==> src/rtl/decim_out_buf.sv <==
// Decimating output buffer: keeps one sample per RATE input strobes and queues it in a FWFT FIFO.
// Define DECIM_AVG_EN to emit the boxcar average of each group instead of its last sample.
module decim_out_buf #(
  parameter int DW    = 12,
  parameter int RATE  = 4,
  parameter int DEPTH = 8
) (
  input  logic                       clk,
  input  logic                       rst_n,
  input  logic                       en,
  input  logic signed [DW-1:0]       in,
  input  logic                       sync,
  output logic signed [DW-1:0]       out_data,
  output logic                       out_valid,
  input  logic                       out_ready,
  output logic [$clog2(DEPTH):0]     level,
  output logic                       overflow,
  input  logic                       clr_ovf
);

  localparam int LR = $clog2(RATE);
  localparam int AW = $clog2(DEPTH);
  localparam int LW = AW + 1;
  localparam logic [LR-1:0] CNT_LAST = LR'(RATE - 1);
  localparam logic [LW-1:0] LVL_FULL = LW'(DEPTH);

  logic [LR-1:0] cnt_q, cnt_d;
  logic [AW-1:0] wr_ptr_q, wr_ptr_d;
  logic [AW-1:0] rd_ptr_q, rd_ptr_d;
  logic [LW-1:0] level_q, level_d;
  logic          overflow_q, overflow_d;
  logic [DW-1:0] mem_q [DEPTH];
  logic [DW-1:0] mem_d [DEPTH];

  logic          produce;
  logic [DW-1:0] sample;
  logic          pop;
  logic          full;
  logic          do_push;
  logic          drop;

`ifdef DECIM_AVG_EN
  localparam int ACCW = DW + LR;

  logic signed [ACCW-1:0] acc_q, acc_d;
  logic signed [ACCW-1:0] in_ext;
  logic signed [ACCW-1:0] sum;

  // The group sum needs LR guard bits; the shifted result always fits back into DW.
  assign in_ext = {{LR{in[DW-1]}}, in};
  assign sum    = acc_q + in_ext;
  assign sample = sum[LR +: DW];
`else
  assign sample = in;
`endif

  always_comb begin
    cnt_d   = cnt_q;
    produce = 1'b0;
`ifdef DECIM_AVG_EN
    acc_d   = acc_q;
`endif
    if (sync) begin
      cnt_d = en ? LR'(1) : '0;
`ifdef DECIM_AVG_EN
      acc_d = en ? in_ext : '0;
`endif
    end else if (en) begin
      if (cnt_q == CNT_LAST) begin
        produce = 1'b1;
        cnt_d   = '0;
`ifdef DECIM_AVG_EN
        acc_d   = '0;
`endif
      end else begin
        cnt_d = cnt_q + LR'(1);
`ifdef DECIM_AVG_EN
        acc_d = sum;
`endif
      end
    end
  end

  assign pop     = (level_q != '0) && out_ready;
  assign full    = (level_q == LVL_FULL);
  // A full FIFO can still accept a push when the head leaves on the same edge.
  assign do_push = produce && (!full || pop);
  assign drop    = produce && full && !pop;

  always_comb begin
    mem_d      = mem_q;
    wr_ptr_d   = wr_ptr_q;
    rd_ptr_d   = rd_ptr_q;
    level_d    = level_q + LW'(do_push) - LW'(pop);
    overflow_d = overflow_q;
    if (do_push) begin
      mem_d[wr_ptr_q] = sample;
      wr_ptr_d        = wr_ptr_q + AW'(1);
    end
    if (pop) begin
      rd_ptr_d = rd_ptr_q + AW'(1);
    end
    if (drop) begin
      overflow_d = 1'b1;
    end else if (clr_ovf) begin
      overflow_d = 1'b0;
    end
  end

  always_ff @(posedge clk) begin
    if (!rst_n) begin
      cnt_q      <= '0;
      wr_ptr_q   <= '0;
      rd_ptr_q   <= '0;
      level_q    <= '0;
      overflow_q <= 1'b0;
      for (int i = 0; i < DEPTH; i++) begin
        mem_q[i] <= '0;
      end
`ifdef DECIM_AVG_EN
      acc_q      <= '0;
`endif
    end else begin
      cnt_q      <= cnt_d;
      wr_ptr_q   <= wr_ptr_d;
      rd_ptr_q   <= rd_ptr_d;
      level_q    <= level_d;
      overflow_q <= overflow_d;
      mem_q      <= mem_d;
`ifdef DECIM_AVG_EN
      acc_q      <= acc_d;
`endif
    end
  end

  assign out_data  = mem_q[rd_ptr_q];
  assign out_valid = (level_q != '0);
  assign level     = level_q;
  assign overflow  = overflow_q;

endmodule

==> config.mk <==
export PLATFORM = sky130hd
export DESIGN_NAME = decim_out_buf
export DESIGN_NICKNAME = d
export VERILOG_FILES = /design/src/rtl/decim_out_buf.sv
export SDC_FILE = /design/constraint.sdc
export NUM_CORES = 1
export LEC_CHECK = 0
export CORE_ASPECT_RATIO = 0.8
export CORE_MARGIN = 1
export CORE_UTILIZATION = 30
export DETAILED_ROUTE_END_ITERATION = 8
export GPL_TIMING_DRIVEN = 0
export PLACE_DENSITY_LB_ADDON = 0.2
export SLEW_MARGIN = 10
export SYNTH_ARGS = -nofsm -noshare
export SYNTH_HDL_FRONTEND = slang
export SYNTH_SLANG_ARGS = --single-unit
==> constraint.sdc <==
create_clock -name clk -period 3.5 [get_ports clk]
set_input_delay 1.05 -clock clk [delete_from_list [all_inputs] [get_ports clk]]
set_output_delay 1.05 -clock clk [all_outputs]
set_load 0.005 [all_outputs]
# Word level (Yosys, flattened, before mapping)
# Index checks and enable logic that the tools add are counted.
# Widths: inputs -> output; s select.
[totals]
inputBits = 18
out_inout_bits = 18
elab_cells = 51
reg_bits = 109
[op_classes]
eq_ne = 2
reduce_logical = 11
n_lt_le_gt_ge = 3
bitwise_logic = 2
mux = 15
n_addsub = 5
[op_table]
columns = ["op", "count"]
rows = [
  ["$bwmux 96", 1],
  ["$bmux 12 s3", 1],
  ["$demux 12 s3", 1],
  ["$mux 12", 3],
  ["$ge 4x4->1 const B", 2],
  ["$not 3->4", 2],
  ["$add 3x1->3 const B", 2],
  ["$mux 1", 6],
  ["$mux 2", 3],
  ["$logic_and 1x1->1", 5],
  ["$add 4x1->4", 1],
  ["$eq 4x4->1 const B", 1],
  ["$lt 4x1->1 const B", 1],
  ["$reduce_bool 2->1", 2],
  ["$reduce_bool 4->1", 1],
  ["$sub 4x1->4", 1],
  ["$add 2x1->2 const B", 1],
  ["$eq 2x2->1 const B", 1],
  ["$logic_not 1->1", 2],
  ["$logic_or 1x1->1", 1],
]

# Depth between registers and ports, before layout
[depth]
ltp_word = 7
depth_mapped = 12
mapped_depth_nobuf = 12

# Worst setup path after synthesis
# OpenSTA, ideal clock, no wires.
[synth_path]
path_type = "input to register"
start = "in sync"
end = "reg level_q[2] (netlist: level[2])"
path_buffers = 0
arrival_ps = 2750
path_slack_ps = 635
setup_ps = 115
required_ps = 3385
path_stages = 10
cell_sequence = "nand3b_1 > a31oi_4 > inv_1 > ha_1 > inv_1 > ha_1 > inv_1 > fa_1 > xnor2_1 > and2_1"
[synth_via]
elab_chain_cells = 4
[synth_lines]
columns = ["item", "line_no", "text"]
rows = [
  ["start: declaration", "12", "input logic sync,"],
  ["$mux 1", "63", "if (sync) begin"],
  ["$logic_and 1x1->1", "87", "assign do_push = produce && (!full || pop);"],
  ["$add 4x1->4", "94", "level_d = level_q + LW'(do_push) - LW'(pop);"],
  ["$sub 4x1->4", "94", ""],
  ["end signal: assignment", "127", "level_q <= level_d;"],
  ["end: declaration", "30", "logic [LW-1:0] level_q, level_d;"],
]
# Every way passes these cells.
# A chain may end at the register's enable or synchronous reset.

# Final worst setup path
[layout_path]
start = "reg rd_ptr_q[0]"
end = "out out_data[10]"
[layout_via]
elab_chain_cells = 4
[layout_lines]
columns = ["item", "line_no", "text"]
rows = [
  ["start: declaration", "29", "logic [AW-1:0] rd_ptr_q, rd_ptr_d;"],
  ["start signal: assignment", "126", "rd_ptr_q <= rd_ptr_d;"],
  ["$not 3->4 (not written as such)", "136", "assign out_data = mem_q[rd_ptr_q];"],
  ["$bmux 12 s3", "136", ""],
  ["$mux 12 (not written as such) (2 in a row)", "136", ""],
  ["end: declaration", "13", "output logic signed [DW-1:0] out_data,"],
]
# Every way passes these cells. The select of a mux whose other input is x is not followed.

==> flow_metrics.tcl <==
set metrics [dict create \
    status "finished, final reports clean" \
    clockPowerShare 0.363 \
    drtAntennaViolNets 0 \
    fin_worst_skew_ns 0.0108 \
    dpl-instance-area_mm2 0.00548 \
    ctsHoldBuffers 0 \
    worst_ep_arrival_time_ns 2.34 \
    cts_setup_buffers 0 \
    post-route-util 0.370 \
    cts_buffer_depth 2 \
    fin_setup_tns_ns 0 \
    fmax_ghz 0.295 \
    drt_iter0_drc 207 \
    drtPass1Iterations 4 \
    slew_viol_final 0 \
    drive_gt1_frac 0.143 \
    cts_tree "yes" \
    fillers 1609 \
    synth_area_leaders "dfxtp_1, mux2i_1, mux4_2" \
    grt-ovfl-total 0 \
    num_rows 41 \
    chipWidth_um 145 \
    grt_pass1_vias 3323 \
    wl_met2_um 5770 \
    wl_per_cell_um 18.0 \
    p_comb_frac 0.213 \
    areaGrowthSynthToFinish_pct 20.1 \
    power_switching_uw 843 \
    grt_usage 0.170 \
    grt_pass1_wl_um 20100 \
    cts.sinks 109 \
    top_layer "met4" \
    hold_violations 0 \
    yosysWarnings 0 \
    grt_max_degree 19 \
    antenna_found_initial 0 \
    diodes 0 \
    netlist_area_mm2 0.00487 \
    htreeDepth 3 \
    stdcell_area_mm2 0.00585 \
    rrSetupSlack_ns 0.93 \
    drcViolationCount 0 \
    nNetsFinal 526 \
    maxCapViolCount 0 \
    fp.dieH_um 116 \
    ys_seq_elements 109 \
    synth.distinct_cells 36 \
    synth.most_common_cell "dfxtp_1" \
    yosys-top-cells-count "dfxtp_1, nand2_1, mux2i_1" \
    critical_path.top_delay_family "multiplexers" \
    wl_met1_um 6400 \
    clk_pin_slew_ns 0.08 \
    wl_um 12900 \
    dieArea_mm2 0.0168 \
    root_buffer "clkbuf_16" \
    p_int_mw 2.23 \
    yosysTopAreaCellShare 0.448 \
    setup_viol 0 \
    seq_power_share 0.424 \
    grt_setup_unrepaired "no" \
    io_pins 36 \
    multi_input_area_mm2 0.00249 \
    crit_path_end_kind "output pin" \
    yosysTopAreaCell "dfxtp_1" \
    period_needed_ns 3.39 \
    async_flop_share 0 \
    dr_wl_met3_um 634 \
    p_leak_nw 2.54 \
    io_buffers 34 \
    critPathKind "reg2out" \
    syn_area_per_cell_um2 10.8 \
    cp_num_buf_inv 3 \
    viasPerCell 4.72 \
    pwr_density_cell_mw_per_mm2 525 \
    netlist_instances 453 \
    regArea_mm2 0.00218 \
    numCtsBuffers 9 \
    clkLatencyLatePin_ns 0.35 \
    dp_hpwl_um 8670 \
    max_slew.worst_pin.slew_ns 0.867 \
    start_kind "flip-flop" \
    ys.flop_type "dfxtp_1" \
    vias 3387 \
    path_max_fanout 10 \
    syn_nets 481 \
    crit_chain "buf_6 > buf_12 > mux4_2 > mux2_2 > clkdlybuf4s50_1" \
    coreArea_mm2 0.0158 \
    gp_congestion 0.758 \
    cp_slowest_stage_delay_ns 0.53 \
    synth_edf_count 0 \
    switching_share 0.275 \
    slowest_stage "mux4_2" \
    peakVddDrop_mv 0.264 \
    initial_core_util 0.308 \
    slew_headroom 0.422 \
    fin_crit_sh 0.969 \
    hold_path_class "reg2reg" \
    ys_seq_area_frac 0.448 \
    worst-endpoint-required_ns 2.45 \
]
-- layer usage --
metal | GRT usage | up-vias
met1 | 0.253 | 1660
met3 | 0.0351 | 6
met5 | 0 | -
li1 | - | 1665
met2 | 0.246 | 56
met4 | 0.0421 | 0
-- worst min-delay path, stage by stage (launching register included) --
cell and delay (ns):
dfxtp_1 0.31, nand2_1 0.05, mux2i_1 0.05
-- layout make-up --
type | instances | area share
buffer | 31 | 0.0366
inverter | 9 | 0.00577
multi-input combinational | 304 | 0.426
clock inverter | 6 | 0.0158
clock buffer | 10 | 0.0391
timing repair buffer | 34 | 0.0582
tap | 215 | 0.0460
sequential | 109 | 0.373
-- worst paths after layout --
path,to,depth (start not counted),start
setup / recovery,out_data[10],5,rd_ptr_q[0]
hold reg to reg,mem_q[7],2,mem_q[7]
setup reg to reg,level[2],12,level[2]
hold / removal,mem_q[7],2,mem_q[7]
-- kinds of logic (layout without fill, tap and decap cells) --
logic type,Yosys count,count (layout),share of synthesized area
and+or+nand+nor,145,145,0.129
muxes,122,122,0.315
AOI/OAI and AO/OA,22,22,0.0308
xor gates and xnor gates,5,5,0.00899
buffers and inverters,40,90,0.0413
adders and majority gates,10,10,0.0272
DFF,109,109,0.448
-- state kept, by name, summed over array words and instances, names as in the netlist --
register and flops:
overflow 1, mem_q 96, level 4, rd_ptr_q 3
wr_ptr_q 3, cnt_q 2
-- power by group through the flow --
stage	sequential [mW]	combinational, mW	clock, mW
detailed placement	1.33	0.625	0
CTS	1.30	0.649	1.13
floorplan	1.33	0.408	0
global placement	1.33	0.615	0
global route	1.31	0.722	1.20
finish	1.30	0.652	1.12
-- per-stage QoR --
stage	hold slack, ns	setup WS, ns	instances	power [mW]
2_1_floorplan	0.432	0.635	453	1.74
3_3_place_gp	0.441	-0.136	702	1.95
3_5_place_dp	0.446	-0.145	702	1.96
4_1_cts	0.462	0.0166	718	3.09
5_1_grt	0.477	0.0145	718	3.23
6_report	0.456	0.109	718	3.07
-- layout by cell type, fill, tap and decap left out, types with 9 or more instances in the layout --
master	n
mux2i_1	86
mux4_2	24
inv_1	9
nand2_1	104
clkbuf_1	15
clkbuf_16	9
dfxtp_1	109
ha_1	9
clkdlybuf4s50_1	34
o21ai_0	14
mux2_2	12
nand3_1	19
-- repair_timing --
action / in CTS / in global routing
pin swaps: 0 / 0
setup endpoints to repair: 12 / 12
resized for setup: 10 / 8
Note: power is estimated with default switching activity, not from simulation.
